`src/rtl/conv_pkg.sv`:
```
`default_nettype none
// ----------------------------------------------------------------------------
// conv_pkg - shared convolutional-code constants, FSM states, parity helper | Rev 1.0
// ----------------------------------------------------------------------------
package conv_pkg;

  localparam int MAX_K     = 9;
  localparam int MAX_N     = 3;
  localparam int MAX_PUNCT = 8;
  localparam int PHASE_W   = 3;

  typedef enum logic [1:0] {
    IDLE  = 2'd0,
    RUN   = 2'd1,
    TAIL  = 2'd2,
    DRAIN = 2'd3
  } enc_state_e;

  // Parity of the tapped register bits; taps at or above K do not exist for this code.
  function automatic logic conv_parity(input logic [MAX_K-1:0] poly,
                                       input logic [MAX_K-1:0] sreg,
                                       input logic [3:0]       k);
    logic [MAX_K-1:0] kmask;
    kmask = '0;
    for (int i = 0; i < MAX_K; i++) begin
      kmask[i] = (i < int'(k));
    end
    return ^(sreg & poly & kmask);
  endfunction

endpackage
`default_nettype wire

```
`src/rtl/conv_punct_phase.sv`:
```
`default_nettype none
// ----------------------------------------------------------------------------
// conv_punct_phase - wrapping puncture phase counter and pattern column select | Rev 1.0
// ----------------------------------------------------------------------------
module conv_punct_phase
  import conv_pkg::*;
(
  input  logic                            clk,
  input  logic                            rst,
  input  logic                            clear,
  input  logic                            advance,
  input  logic [PHASE_W-1:0]              period,
  input  logic [MAX_N-1:0][MAX_PUNCT-1:0] pat,
  output logic [MAX_N-1:0]                column
);

  logic [PHASE_W-1:0] phase;

  always_ff @(posedge clk or posedge rst) begin
    if (rst) begin
      phase <= '0;
    end else if (clear) begin
      phase <= '0;
    end else if (advance) begin
      phase <= (phase == period) ? '0 : phase + 3'd1;
    end
  end

  for (genvar n = 0; n < MAX_N; n++) begin : g_col
    assign column[n] = pat[n][phase];
  end

endmodule
`default_nettype wire

```
`src/rtl/conv_encoder_stream.sv`:
```
`default_nettype none
// ----------------------------------------------------------------------------
// conv_encoder_stream - streaming rate-1/N convolutional encoder, puncture mask, zero tail | Rev 1.0
// ----------------------------------------------------------------------------
module conv_encoder_stream
  import conv_pkg::*;
(
  input  logic                            clk,
  input  logic                            rst,
  input  logic                            i_start,
  input  logic [MAX_N-1:0][MAX_K-1:0]     i_gen_poly,
  input  logic [1:0]                      i_code_n,
  input  logic [3:0]                      i_k,
  input  logic [MAX_N-1:0][MAX_PUNCT-1:0] i_punct_pat,
  input  logic [2:0]                      i_punct_period,
  input  logic                            i_tail_en,
  input  logic                            i_valid,
  output logic                            o_ready,
  input  logic                            i_data,
  input  logic                            i_last,
  output logic                            o_valid,
  input  logic                            i_ready,
  output logic [MAX_N-1:0]                o_sym,
  output logic [MAX_N-1:0]                o_mask,
  output logic                            o_last,
  output logic                            o_busy,
  output logic                            o_done
);

  enc_state_e fsm, fsm_next;

  logic [1:0]                      code_n_cfg;
  logic [3:0]                      k_cfg;
  logic [MAX_N-1:0][MAX_K-1:0]     poly_cfg;
  logic [MAX_N-1:0][MAX_PUNCT-1:0] pat_cfg;
  logic [2:0]                      period_cfg;
  logic                            tail_cfg;

  logic [MAX_K-2:0] shreg;
  logic [3:0]       tail_cnt;

  logic             out_free, run_fire, tail_fire, fire, start_ok, in_bit, last_next;
  logic [MAX_K-1:0] sreg;
  logic [MAX_K-2:0] state_mask;
  logic [MAX_N-1:0] n_mask, sym_next, punct_col;

  assign o_busy    = (fsm != IDLE) || o_valid;
  assign out_free  = !o_valid || i_ready;
  assign o_ready   = (fsm == RUN) && out_free;
  assign run_fire  = o_ready && i_valid;
  assign tail_fire = (fsm == TAIL) && out_free;
  assign fire      = run_fire || tail_fire;
  assign start_ok  = i_start && !o_busy;
  // Tail symbols shift in zeros.
  assign in_bit    = run_fire && i_data;
  assign sreg      = {shreg, in_bit};
  assign last_next = run_fire ? (i_last && !tail_cfg) : (tail_cnt == 4'd0);

  always_comb begin
    n_mask     = '0;
    state_mask = '0;
    sym_next   = '0;
    for (int n = 0; n < MAX_N; n++) begin
      n_mask[n] = (n < int'(code_n_cfg));
    end
    for (int i = 0; i < MAX_K - 1; i++) begin
      state_mask[i] = ((i + 1) < int'(k_cfg));
    end
    for (int g = 0; g < MAX_N; g++) begin
      sym_next[g] = conv_parity(poly_cfg[g], sreg, k_cfg) && n_mask[g];
    end
  end

  conv_punct_phase u_phase (
    .clk     (clk),
    .rst     (rst),
    .clear   (start_ok),
    .advance (fire),
    .period  (period_cfg),
    .pat     (pat_cfg),
    .column  (punct_col)
  );

  always_ff @(posedge clk or posedge rst) begin
    if (rst) begin
      fsm <= IDLE;
    end else begin
      fsm <= fsm_next;
    end
  end

  always_comb begin
    fsm_next = fsm;
    case (fsm)
      IDLE:    if (start_ok) fsm_next = RUN;
      RUN:     if (run_fire && i_last) fsm_next = tail_cfg ? TAIL : DRAIN;
      TAIL:    if (tail_fire && (tail_cnt == 4'd0)) fsm_next = DRAIN;
      DRAIN:   if (o_valid && i_ready && o_last) fsm_next = IDLE;
      default: fsm_next = IDLE;
    endcase
  end

  always_ff @(posedge clk or posedge rst) begin
    if (rst) begin
      code_n_cfg <= '0;
      k_cfg      <= '0;
      poly_cfg   <= '0;
      pat_cfg    <= '0;
      period_cfg <= '0;
      tail_cfg   <= 1'b0;
      shreg      <= '0;
      tail_cnt   <= '0;
      o_valid    <= 1'b0;
      o_sym      <= '0;
      o_mask     <= '0;
      o_last     <= 1'b0;
      o_done     <= 1'b0;
    end else begin
      if (start_ok) begin
        code_n_cfg <= i_code_n;
        k_cfg      <= i_k;
        poly_cfg   <= i_gen_poly;
        pat_cfg    <= i_punct_pat;
        period_cfg <= i_punct_period;
        tail_cfg   <= i_tail_en;
        shreg      <= '0;
      end
      // K-1 tail symbols: count K-2 down to 0.
      if (run_fire && i_last && tail_cfg) begin
        tail_cnt <= k_cfg - 4'd2;
      end else if (tail_fire) begin
        tail_cnt <= tail_cnt - 4'd1;
      end
      if (fire) begin
        shreg   <= {shreg[MAX_K-3:0], in_bit} & state_mask;
        o_valid <= 1'b1;
        o_sym   <= sym_next;
        o_mask  <= punct_col & n_mask;
        o_last  <= last_next;
      end else if (i_ready) begin
        o_valid <= 1'b0;
        o_sym   <= '0;
        o_mask  <= '0;
        o_last  <= 1'b0;
      end
      o_done <= o_valid && i_ready && o_last;
    end
  end

endmodule
`default_nettype wire

```
`config.mk`:
```
export PLATFORM = sky130hd
export DESIGN_NAME = conv_encoder_stream
export DESIGN_NICKNAME = d
export VERILOG_FILES = /design/src/rtl/conv_pkg.sv /design/src/rtl/conv_punct_phase.sv /design/src/rtl/conv_encoder_stream.sv
export SDC_FILE = /design/constraint.sdc
export NUM_CORES = 1
export LEC_CHECK = 0
export ABC_AREA = 1
export CAP_MARGIN = 10
export CORE_UTILIZATION = 53
export DETAILED_ROUTE_END_ITERATION = 7
export GPL_ROUTABILITY_DRIVEN = 0
export PLACE_DENSITY = 0.86
export SKIP_CTS_REPAIR_TIMING = 1
export SLEW_MARGIN = 40
export SYNTH_ARGS = -nofsm -noshare
export SYNTH_HDL_FRONTEND = slang
export SYNTH_SLANG_ARGS = --single-unit
export TNS_END_PERCENT = 20
```
`constraint.sdc`:
```
create_clock -name clk -period 4.8 [get_ports clk]
set_clock_uncertainty 0.1 [all_clocks]
set_input_delay 1.44 -clock clk [delete_from_list [all_inputs] [get_ports clk]]
set_output_delay 1.44 -clock clk [all_outputs]
set_load 0.05 [all_outputs]
```
# Word-level counts from Yosys, hierarchy flattened
# Index checks and enable logic that the tools add are counted.
# W data, S select, Z words.
[word_totals]
regBits = 87
input_bits = 68
output_inout_bits = 11
wordCells = 107
[op_classes]
n_addsub = 3
order_cmp = 13
n_eq_ne = 8
muxes = 26
bitwise_logic = 8
reduce_logical = 30
[op_table]
columns = ["op", "n"]
rows = [
  ["$and A9 B9 Y9", 6],
  ["$reduce_xor A9 Y1", 3],
  ["$mux W3", 6],
  ["$lt A3 B4 Y1 const A", 4],
  ["$mux W8", 2],
  ["$logic_and A1 B1 Y1", 14],
  ["$bmux W1 S3", 3],
  ["$and A8 B8 Y8", 1],
  ["$lt A1 B4 Y1 const A", 2],
  ["$lt A2 B4 Y1 const A", 2],
  ["$mux W1", 8],
  ["$mux W2", 4],
  ["$mux W4", 2],
  ["$pmux W2 S4", 1],
  ["$reduce_bool A2 Y1", 4],
  ["$eq A2 B2 Y1 const B", 2],
  ["$logic_not A4 Y1", 1],
  ["$lt A1 B2 Y1 const A", 2],
  ["$lt A3 B4 Y1 const B", 1],
  ["$lt A4 B4 Y1 const A", 1],
  ["$ne A2 B1 Y1 const B", 2],
  ["$ne A2 B2 Y1 const B", 2],
  ["$reduce_and A4 Y1", 1],
  ["$sub A4 B1 Y4 const B", 1],
  ["other kinds (9)", 13],
]

# Depth between registers and ports, before layout
# Gate-level depths: netlist of run 1.
[logic_depth]
ltp_word = 10
depth_mapped = 14
mapped_depth_nobuf = 14

# Hierarchy
# From an unflattened synthesis of run 1, not the netlist that was laid out.
[unflattened]
cells_unflattened = 626
hier_area_um2 = 4677.0
[by_module_without_submodules]
columns = ["mod", "n_inst", "cells_per_inst", "area_each_um2", "seq_area_each_um2"]
rows = [
  ["conv_encoder_stream", 1, 552, 4259.1, 2102.0],
  ["conv_punct_phase", 1, 74, 417.9, 75.1],
]

# Least setup slack after synthesis of run 1
# OpenSTA, ideal clock, no wires.
[synth_path]
kind = "input to output"
start = "in i_ready"
end = "out o_ready"
arrival_ns = 2.338
setup_slack_ns = 0.922
cell_stages = 4
path_cell_list = "inv_1 -> nand2_1 -> inv_1 -> nor2_1"
[synth_between]
elab_chain_len = 2
[synth_lines]
columns = ["element", "line", "source"]
rows = [
  ["start: declaration", "conv_encoder_stream.sv:22", "input logic i_ready,"],
  ["$logic_or A1 B1 Y1", "conv_encoder_stream.sv:48", "assign out_free = !o_valid || i_ready;"],
  ["$logic_and A1 B1 Y1", "conv_encoder_stream.sv:49", "assign o_ready = (fsm == RUN) && out_free;"],
  ["end: declaration", "conv_encoder_stream.sv:18", "output logic o_ready,"],
]
# No other way between the ends.

# Final worst setup path of run 1
# Same ends and word-level chain as after synthesis.

==> run summary, run 1 <==
Commonest cells in the synthesized netlist: nand2_1, dfrtp_1, inv_1
Slew headroom: 52.2%
Mapped cell area: 4640 um2
Endpoints failing hold: 0
Routed len/inst: 14.0 um
Die height: 95.6 um
Num rows: 33
Fin crit share: 86.1%
Synth area leader: dfrtp_1
Clock slew at reported path FFs: 0.10 ns
Part of the power in registers: 40.7%
Worst slew pin tran: 0.717 ns
Sw Ratio: 44.3%
Total placed cells including tap cells: 809
RSZ-0062 raised after global routing: false
Hold slack: 0.391 ns
Die Area: 9140 um2
Comb power frac: 42.4%
Hold path depth: 2
Fmax: 242 MHz
First-pass GRT wire length: 19300 um
NetSw: 1.41 mW
Final net count: 792
Synth Instances: 640
Clock Tree Buf Depth: 2
Synth area leaders: dfrtp_1, nand2_1, inv_1
Maximum fanout along the worst path: 7
CTS root buffer: clkbuf_8
EDFF count, synth: 0
Initial core utilization: 55.7%
Non-filler instance count after layout: 825
Power consumption: 3.19 mW
Crit path from: i_ready
Vias per inst: 5.32
Area growth syn-to-layout: 23.7%
Status: complete, no violations
Ports: 79
Count leader, synth: nand2_1
Number of global-route vias before repair: 4333
Synth Register Bits: 87
Layout cells sized above 1: 4.17%
Pint: 1.78 mW
Crit path required time: 3.26 ns
Final instance area: 5750 um2
Fill cells: 675
All-layer global routing usage: 27.6%
PortBufs: 78
Clk Latency, worst-skew pair: 0.36 ns
N_diodes: 0
Power Dens Cells: 554 nW/um2
# DRC: 0
Core Region: 8340 um2
Startpoint Class: input port
Syn_area_per_cell: 7.26 um2
Post-Syn Nets: 717
Worst Hold Class: reg2reg
Antenna violations before repair: 0
GRT overflow: 0
# clock sinks: 87
Pin count of the biggest net entering global routing: 67
Sequential fraction of the synthesis area: 46.9%
Reg2Reg Setup Slack: 2.31 ns
Max-Cap Viols: 0
Die width: 95.6 um
CP endpoint kind: primary output
Inserted Clock Buffers: 9
Setup crit end: o_ready
FF-to-FF End: u_phase.phase[2]$_DFFE_PP0P_
H-tree Lvls: 3
Clk pwr share: 16.9%
Vias: 4391
Ys flop type: dfrtp_1
Critical path class: in2out
Post-placement cell area: 5540 um2
Max Transition Viols Final: 0
Peak supply drop: 242 uV
Setup violators final: 0
Routed Antenna Nets: 0
CTS tree: done
Top-area cell type share of the netlist area: 46.9%
Post-DP HPWL: 8380 um
Worst R2R Start: fsm[1]$_DFFE_PP0P_
Leakage: 2.98 nW
Register-to-Register Path Depth: 8
DR iter-0 viols: 230
CP Data Arrival Time: 2.59 ns
Synth async-reset ratio: 100%
Yosys cell types: 30
Syn. warnings: 0
Routed WL: 11500 um
Fin crit period: 4.13 ns
Setup TNS: 0 ns
Initial DRT Pass Iterations: 5
-- per-layer routing --
layer | vias up | routed length (um) | global-route usage [%]
li1 | 2171 | - | -
met1 | 2009 | 4960 | 35.8
met2 | 186 | 5570 | 46.3
met3 | 25 | 763 | 4.94
met4 | 0 | 232 | 10.1
met5 | - | 0 | 0
-- power by group through the flow --
stage               logic (mW)  clock network, mW  registers (mW)
floorplan                0.945                  0            1.25
global placement          1.25                  0            1.29
detailed placement        1.33                  0            1.30
CTS                       1.34              0.541            1.29
global route              1.53              0.574            1.33
finish                    1.35              0.539            1.30
-- worst max-delay path: stages --
cell	delay [ns]
clkdlybuf4s50_1	0.47
inv_1	0.05
nand2_1	0.17
inv_1	0.06
nor2_1	0.21
buf_12	0.18
-- kinds of logic (layout without fill, tap and decap cells) --
family / after synthesis / in the layout / synth area share, %
xor+xnor: 9 / 9 / 1.70
compound gates: 79 / 79 / 9.91
fa+ha+maj: 9 / 9 / 2.42
simple gates: 354 / 354 / 30.8
buf+inv: 102 / 182 / 8.27
flops: 87 / 87 / 46.9
-- final cells by class --
class,instances,area (um2),area share [%]
inverter,84,317,5.51
clock buffer,10,128,2.22
timing repair buffer,82,833,14.5
tap,105,131,2.29
clock inverter,6,77.6,1.35
sequential,87,2180,37.9
multi-input combinational,451,2080,36.3
-- sequential cells by signal (all words and copies together) (netlist names) --
name / count
code_n_cfg: 2
fsm: 2
k_cfg: 4
o_done: 1
o_last: 1
o_mask: 3
o_sym: 3
o_valid: 1
pat_cfg: 24
period_cfg: 3
poly_cfg: 27
shreg: 8
tail_cfg: 1
tail_cnt: 4
u_phase.phase: 3
-- worst min-delay path by stage --
stage | startpoint | endpoint | slack [ns]
2_1_floorplan | pat_cfg[0]$_DFFE_PP0P_ | pat_cfg[0]$_DFFE_PP0P_ | 0.34
5_1_grt | poly_cfg[5]$_DFFE_PP0P_ | poly_cfg[5]$_DFFE_PP0P_ | 0.41
4_1_cts | pat_cfg[12]$_DFFE_PP0P_ | pat_cfg[12]$_DFFE_PP0P_ | 0.39
3_5_place_dp | pat_cfg[10]$_DFFE_PP0P_ | pat_cfg[10]$_DFFE_PP0P_ | 0.36
3_3_place_gp | pat_cfg[10]$_DFFE_PP0P_ | pat_cfg[10]$_DFFE_PP0P_ | 0.36
6_report | pat_cfg[12]$_DFFE_PP0P_ | pat_cfg[12]$_DFFE_PP0P_ | 0.39
-- metrics by stage --
step	util, %	setup WS, ns
2_1_floorplan	-	0.922
3_3_place_gp	66.4	0.691
3_5_place_dp	66.4	0.658
6_report	68.9	0.665
4_1_cts	68.9	0.653
5_1_grt	68.9	0.602
-- cells in the final DEF (no fill, tap or decap), types with 7 or more instances in the layout --
master	instances
o21ai_0	42
clkbuf_8	9
o32ai_1	7
a21oi_1	15
dfrtp_1	87
inv_1	80
nor2_1	25
nand3_1	43
nand4_1	8
clkdlybuf4s50_1	77
nand2_1	268
ha_1	9
No activity file was read; power rests on OpenSTA's default activity.
==> run 2: changes to the inputs <==
- CORE_UTILIZATION: 53 -> 54
- PLACE_DENSITY: 0.86 -> 0.87
- SYNTH_HIERARCHICAL: unset -> 1
==> run summary, run 2 <==
# DRC: 0
Num rows: 33
Die height: 95.1 um
Endpoints failing hold: 0
All-layer global routing usage: 27.2%
Routed WL: 11400 um
CP endpoint kind: primary output
DR iter-0 viols: 287
Buf+Inv Stages, Crit Path: 4
CP Data Arrival Time: 2.68 ns
Initial DRT Pass Iterations: 5
Pint: 1.79 mW
Clock slew at reported path FFs: 0.09 ns
Worst path most repeated cell: inv_1
CTS root buffer: clkbuf_8
Leakage: 2.97 nW
Synth Instances: 626
Count leader, synth: nand2_1
Maximum fanout along the worst path: 6
Largest register by flop count: poly_cfg
Commonest cells in the synthesized netlist: nand2_1, dfrtp_1, inv_1
Vias: 4411
H-tree Lvls: 3
Worst R2R Start: k_cfg[3]$_DFFE_PP0P_
Final net count: 778
Syn. warnings: 6
Reg area: 2180 um2
Slew headroom: 57.3%
Cell breakdown of the critical path: clkdlybuf4s50_1, inv_1, nand2_1, inv_1, nor2_1, buf_12
Fin crit share: 87.9%
CP delay by family, top: buffers and inverters
Routed Antenna Nets: 0
CTS tree: done
# clock sinks: 87
Synth Register Bits: 87
Syn_area_per_cell: 7.47 um2
Worst Hold Class: reg2reg
Core Region: 8300 um2
Post-DP HPWL: 8330 um
Synth async-reset ratio: 100%
Pin count of the biggest net entering global routing: 55
Top-area cell type share of the netlist area: 46.5%
Area growth syn-to-layout: 22.6%
Sequential fraction of the synthesis area: 46.5%
Setup violators final: 0
Routed len/inst: 14.1 um
GRT overflow: 0
Reg2Reg Setup Slack: 2.58 ns
Synth area leader: dfrtp_1
Vias per inst: 5.44
Worst slew pin tran: 0.640 ns
Most common cell after layout, fill and taps aside: nand2_1
Multi-input gate area: 2150 um2
Hold Path End: pat_cfg[13]$_DFFE_PP0P_
Max FFs per register: 27
Clk Latency, worst-skew pair: 0.36 ns
Hold path depth: 2
Peak supply drop: 240 uV
Sw Ratio: 44.8%
Initial core utilization: 56.4%
Part of the power in registers: 40.2%
Total placed cells including tap cells: 795
Most frequent cells in the layout: nand2_1, dfrtp_1, clkdlybuf4s50_1
Die Area: 9040 um2
Power Dens Cells: 567 nW/um2
Max-Cap Viols: 0
Fill cells: 670
Status: complete, no violations
Crit path required time: 3.26 ns
Hold path startpoint: pat_cfg[13]$_DFFE_PP0P_
Comb power frac: 44.0%
Register-to-Register Path Depth: 14
NetSw: 1.46 mW
RSZ-0062 raised after global routing: false
Critical path class: in2out
Die width: 95.1 um
PortBufs: 78
Startpoint Class: input port
Number of global-route vias before repair: 4220
Fmax: 237 MHz
Delay of the slowest critical-path stage: 0.50 ns
Regs by FF count: poly_cfg: 27 flops, pat_cfg: 24 flops, shreg: 8 flops
Mapped cell area: 4680 um2
Post-Syn Nets: 703
Inserted Clock Buffers: 9
First-pass GRT wire length: 18700 um
Clk pwr share: 15.8%
Layout cells sized above 1: 7.08%
Max Transition Viols Final: 0
Ys flop type: dfrtp_1
Setup TNS: 0 ns
Yosys cell types: 41
Ports: 79
Clock Tree Buf Depth: 2
Antenna violations before repair: 0
FF-to-FF End: o_sym[2]$_DFFE_PP0P_
Slowest CP cell: clkdlybuf4s50_1
EDFF count, synth: 0
Synth area leaders: dfrtp_1, nand2_1, inv_1
N_diodes: 0
Fin crit period: 4.22 ns
Non-filler instance count after layout: 811
## run 2: cell types whose count changed after synthesis, moves of 8 or more
cell / previous run / this run
inv_1: 81 / 65
o21ai_0: 42 / 31
clkbuf_1: 15 / 6
o21ai_1: 1 / 10
a21oi_1: 15 / 7
buf_2: 1 / 9
## run 2: metrics by stage
stage	setup WS, ns	power, mW	hold WS (ns)	utilization, %	instance area, um2
after global placement	0.704	2.63	0.358	66.7	5540
after global routing	0.523	3.49	0.407	69.1	5740
after floorplan	0.925	2.30	0.344	-	4680
after detailed placement	0.602	2.72	0.360	66.7	5540
after CTS	0.599	3.25	0.383	69.1	5740
final	0.581	3.25	0.382	69.1	5740
## run 2: metal layers
metal / wire, um / share of wire (%) / track usage [%]
met1: 4650 / 41 / 32.7
met2: 5830 / 51 / 48.1
met3: 679 / 6.0 / 5.34
met4: 236 / 2.1 / 10.1
met5: 0 / 0 / 0
## run 2: cell families (layout without fill, tap and decap cells)
logic type      Yosys count  after routing  synth area share, %
fa+ha+maj                 9              9                 2.41
xor+xnor                  5              5                 1.10
flops                    87             87                 46.5
buf+inv                  87            167                 7.68
simple gates            368            368                 33.4
compound gates           70             70                 8.88
## run 2: cell type report
class | instances | area share [%]
Clock inverter | 6 | 1.20
Sequential cell | 87 | 38.0
Timing Repair Buffer | 82 | 14.3
Tap cell | 105 | 2.29
Inverter | 69 | 4.60
Clock buffer | 10 | 2.23
Multi-Input combinational cell | 452 | 37.4
## run 2: how the worst max path moves through the flow
stage,startpoint,endpoint,slack [ns],cells after the start
after floorplan,i_ready,o_ready,0.92,4
after global placement,i_ready,o_ready,0.70,6
after detailed placement,i_ready,o_ready,0.60,6
after CTS,i_ready,o_ready,0.60,6
after global routing,i_ready,o_ready,0.52,6
final,i_ready,o_ready,0.58,6
## run 2: power groups by stage
stage | Sequential [mW] | Combinational (mW) | Clock, mW
global placement | 1.30 | 1.33 | 0
floorplan | 1.27 | 1.03 | 0
global route | 1.34 | 1.60 | 0.551
detailed placement | 1.31 | 1.41 | 0
finish | 1.31 | 1.43 | 0.515
CTS | 1.30 | 1.42 | 0.522
## run 2: tightest hold or removal path, stage by stage, from the launching register on
cell and delay (ns):
dfrtp_1 0.35, nand2_1 0.05, nand2_1 0.05
==> run 3: changes to the inputs <==
- clock period: 4.8 -> 4.6 ns (I/O delays scaled with it)
==> run summary, run 3 (synthesis gave the netlist of run 2 again) <==
Status: complete, no violations
Max FFs per register: 27
Clock Tree Buf Depth: 2
Delay of the slowest critical-path stage: 0.49 ns
Peak supply drop: 248 uV
Pre-CTS setup slack: 0.565 ns
CP endpoint kind: primary output
DR iter-0 viols: 238
Leakage: 2.96 nW
Most common cell after layout, fill and taps aside: nand2_1
Regs by FF count: poly_cfg: 27 flops, pat_cfg: 24 flops, shreg: 8 flops
Fin crit period: 4.04 ns
Final net count: 777
PortBufs: 78
First-pass GRT wire length: 18200 um
Area growth syn-to-layout: 22.8%
Worst Hold Class: reg2reg
# DRC: 0
Maximum fanout along the worst path: 6
Worst slew pin tran: 0.651 ns
Max-Cap Viols: 0
Power Dens Cells: 586 nW/um2
Max Transition Viols Final: 0
Die Area: 9040 um2
Hold Path End: pat_cfg[1]$_DFFE_PP0P_
Setup TNS: 0 ns
Worst R2R Start: k_cfg[3]$_DFFE_PP0P_
Startpoint Class: input port
Crit path required time: 3.12 ns
Slowest CP cell: clkdlybuf4s50_1
Num rows: 33
Hold path depth: 2
Routed WL: 10900 um
Critical path class: in2out
Core Region: 8300 um2
Die width: 95.1 um
Initial DRT Pass Iterations: 5
Vias: 4312
Most frequent cells in the layout: nand2_1, dfrtp_1, clkdlybuf4s50_1
Clock slew at reported path FFs: 0.08 ns
All-layer global routing usage: 26.0%
Setup ws final: 0.556 ns
CP Data Arrival Time: 2.56 ns
FF-to-FF End: o_sym[0]$_DFFE_PP0P_
Number of global-route vias before repair: 4170
Reg2Reg Setup Slack: 2.43 ns
Fmax: 247 MHz
Slew headroom: 56.5%
N_diodes: 0
Clk Latency, worst-skew pair: 0.35 ns
RSZ-0062 raised after global routing: false
Buf+Inv Stages, Crit Path: 4
Die height: 95.1 um
Routed len/inst: 13.4 um
Inserted Clock Buffers: 9
Vias per inst: 5.32
CTS tree: done
Largest register by flop count: poly_cfg
Fill cells: 674
Layout cells sized above 1: 6.95%
CP delay by family, top: buffers and inverters
# clock sinks: 87
Fin crit share: 87.9%
Post-DP HPWL: 7880 um
H-tree Lvls: 3
Cell breakdown of the critical path: clkdlybuf4s50_1, inv_1, nand2_1, inv_1, nor2_1, buf_12
Setup violators final: 0
Register-to-Register Path Depth: 11
Crit path from: i_ready
Pin count of the biggest net entering global routing: 55
Worst path most repeated cell: inv_1
Initial core utilization: 56.4%
Ports: 79
CTS root buffer: clkbuf_8
Endpoints failing hold: 0
Antenna violations before repair: 0
Routed Antenna Nets: 0
GRT overflow: 0
Hold path startpoint: pat_cfg[1]$_DFFE_PP0P_
[run 3: metrics by stage]
| step | power [mW] | util, % | cells | instance area [um2] | hold slack (ns) |
|---|---|---|---|---|---|
| final | 3.36 | 69.2 | 810 | 5740 | 0.383 |
| after floorplan | 2.40 | - | 626 | 4680 | 0.344 |
| after detailed placement | 2.82 | 66.8 | 794 | 5540 | 0.365 |
| after CTS | 3.37 | 69.2 | 810 | 5740 | 0.386 |
| after global placement | 2.74 | 66.8 | 794 | 5540 | 0.358 |
| after global routing | 3.63 | 69.2 | 810 | 5740 | 0.400 |
[run 3: final cells by class]
type / instances / area (um2) / area share, %
multi-input cells: 452 / 2150 / 37.4
clock inverters: 5 / 57.6 / 1.00
repair buffers: 81 / 826 / 14.4
flip-flops and latches: 87 / 2180 / 37.9
well taps: 105 / 131 / 2.29
inverters: 69 / 263 / 4.58
clock buffers: 11 / 141 / 2.46
[run 3: report_power, final]
part	internal, mW	switching (mW)
Combinational	0.528	0.936
Clock	0.265	0.273
Sequential	1.09	0.276
[run 3: per-layer routing]
layer	GRT usage, %	share of wire, %	vias to the layer above
met3	5.82	6.0	27
li1	-	-	2123
met2	44.6	50	148
met4	9.22	2.3	0
met1	32.2	42	2014
met5	0	0	-
[run 3: worst min-delay path, stage by stage (launching register included)]
cell	delay, ns
dfrtp_1	0.35
nand2_1	0.05
nand2_1	0.05
[run 3: worst max path at each step]
stage	to	slack (ns)	cells after the start
3_5_place_dp	o_ready	0.57	6
4_1_cts	o_ready	0.56	6
2_1_floorplan	o_ready	0.84	4
3_3_place_gp	o_ready	0.62	6
5_1_grt	o_ready	0.44	6
6_report	o_ready	0.56	6
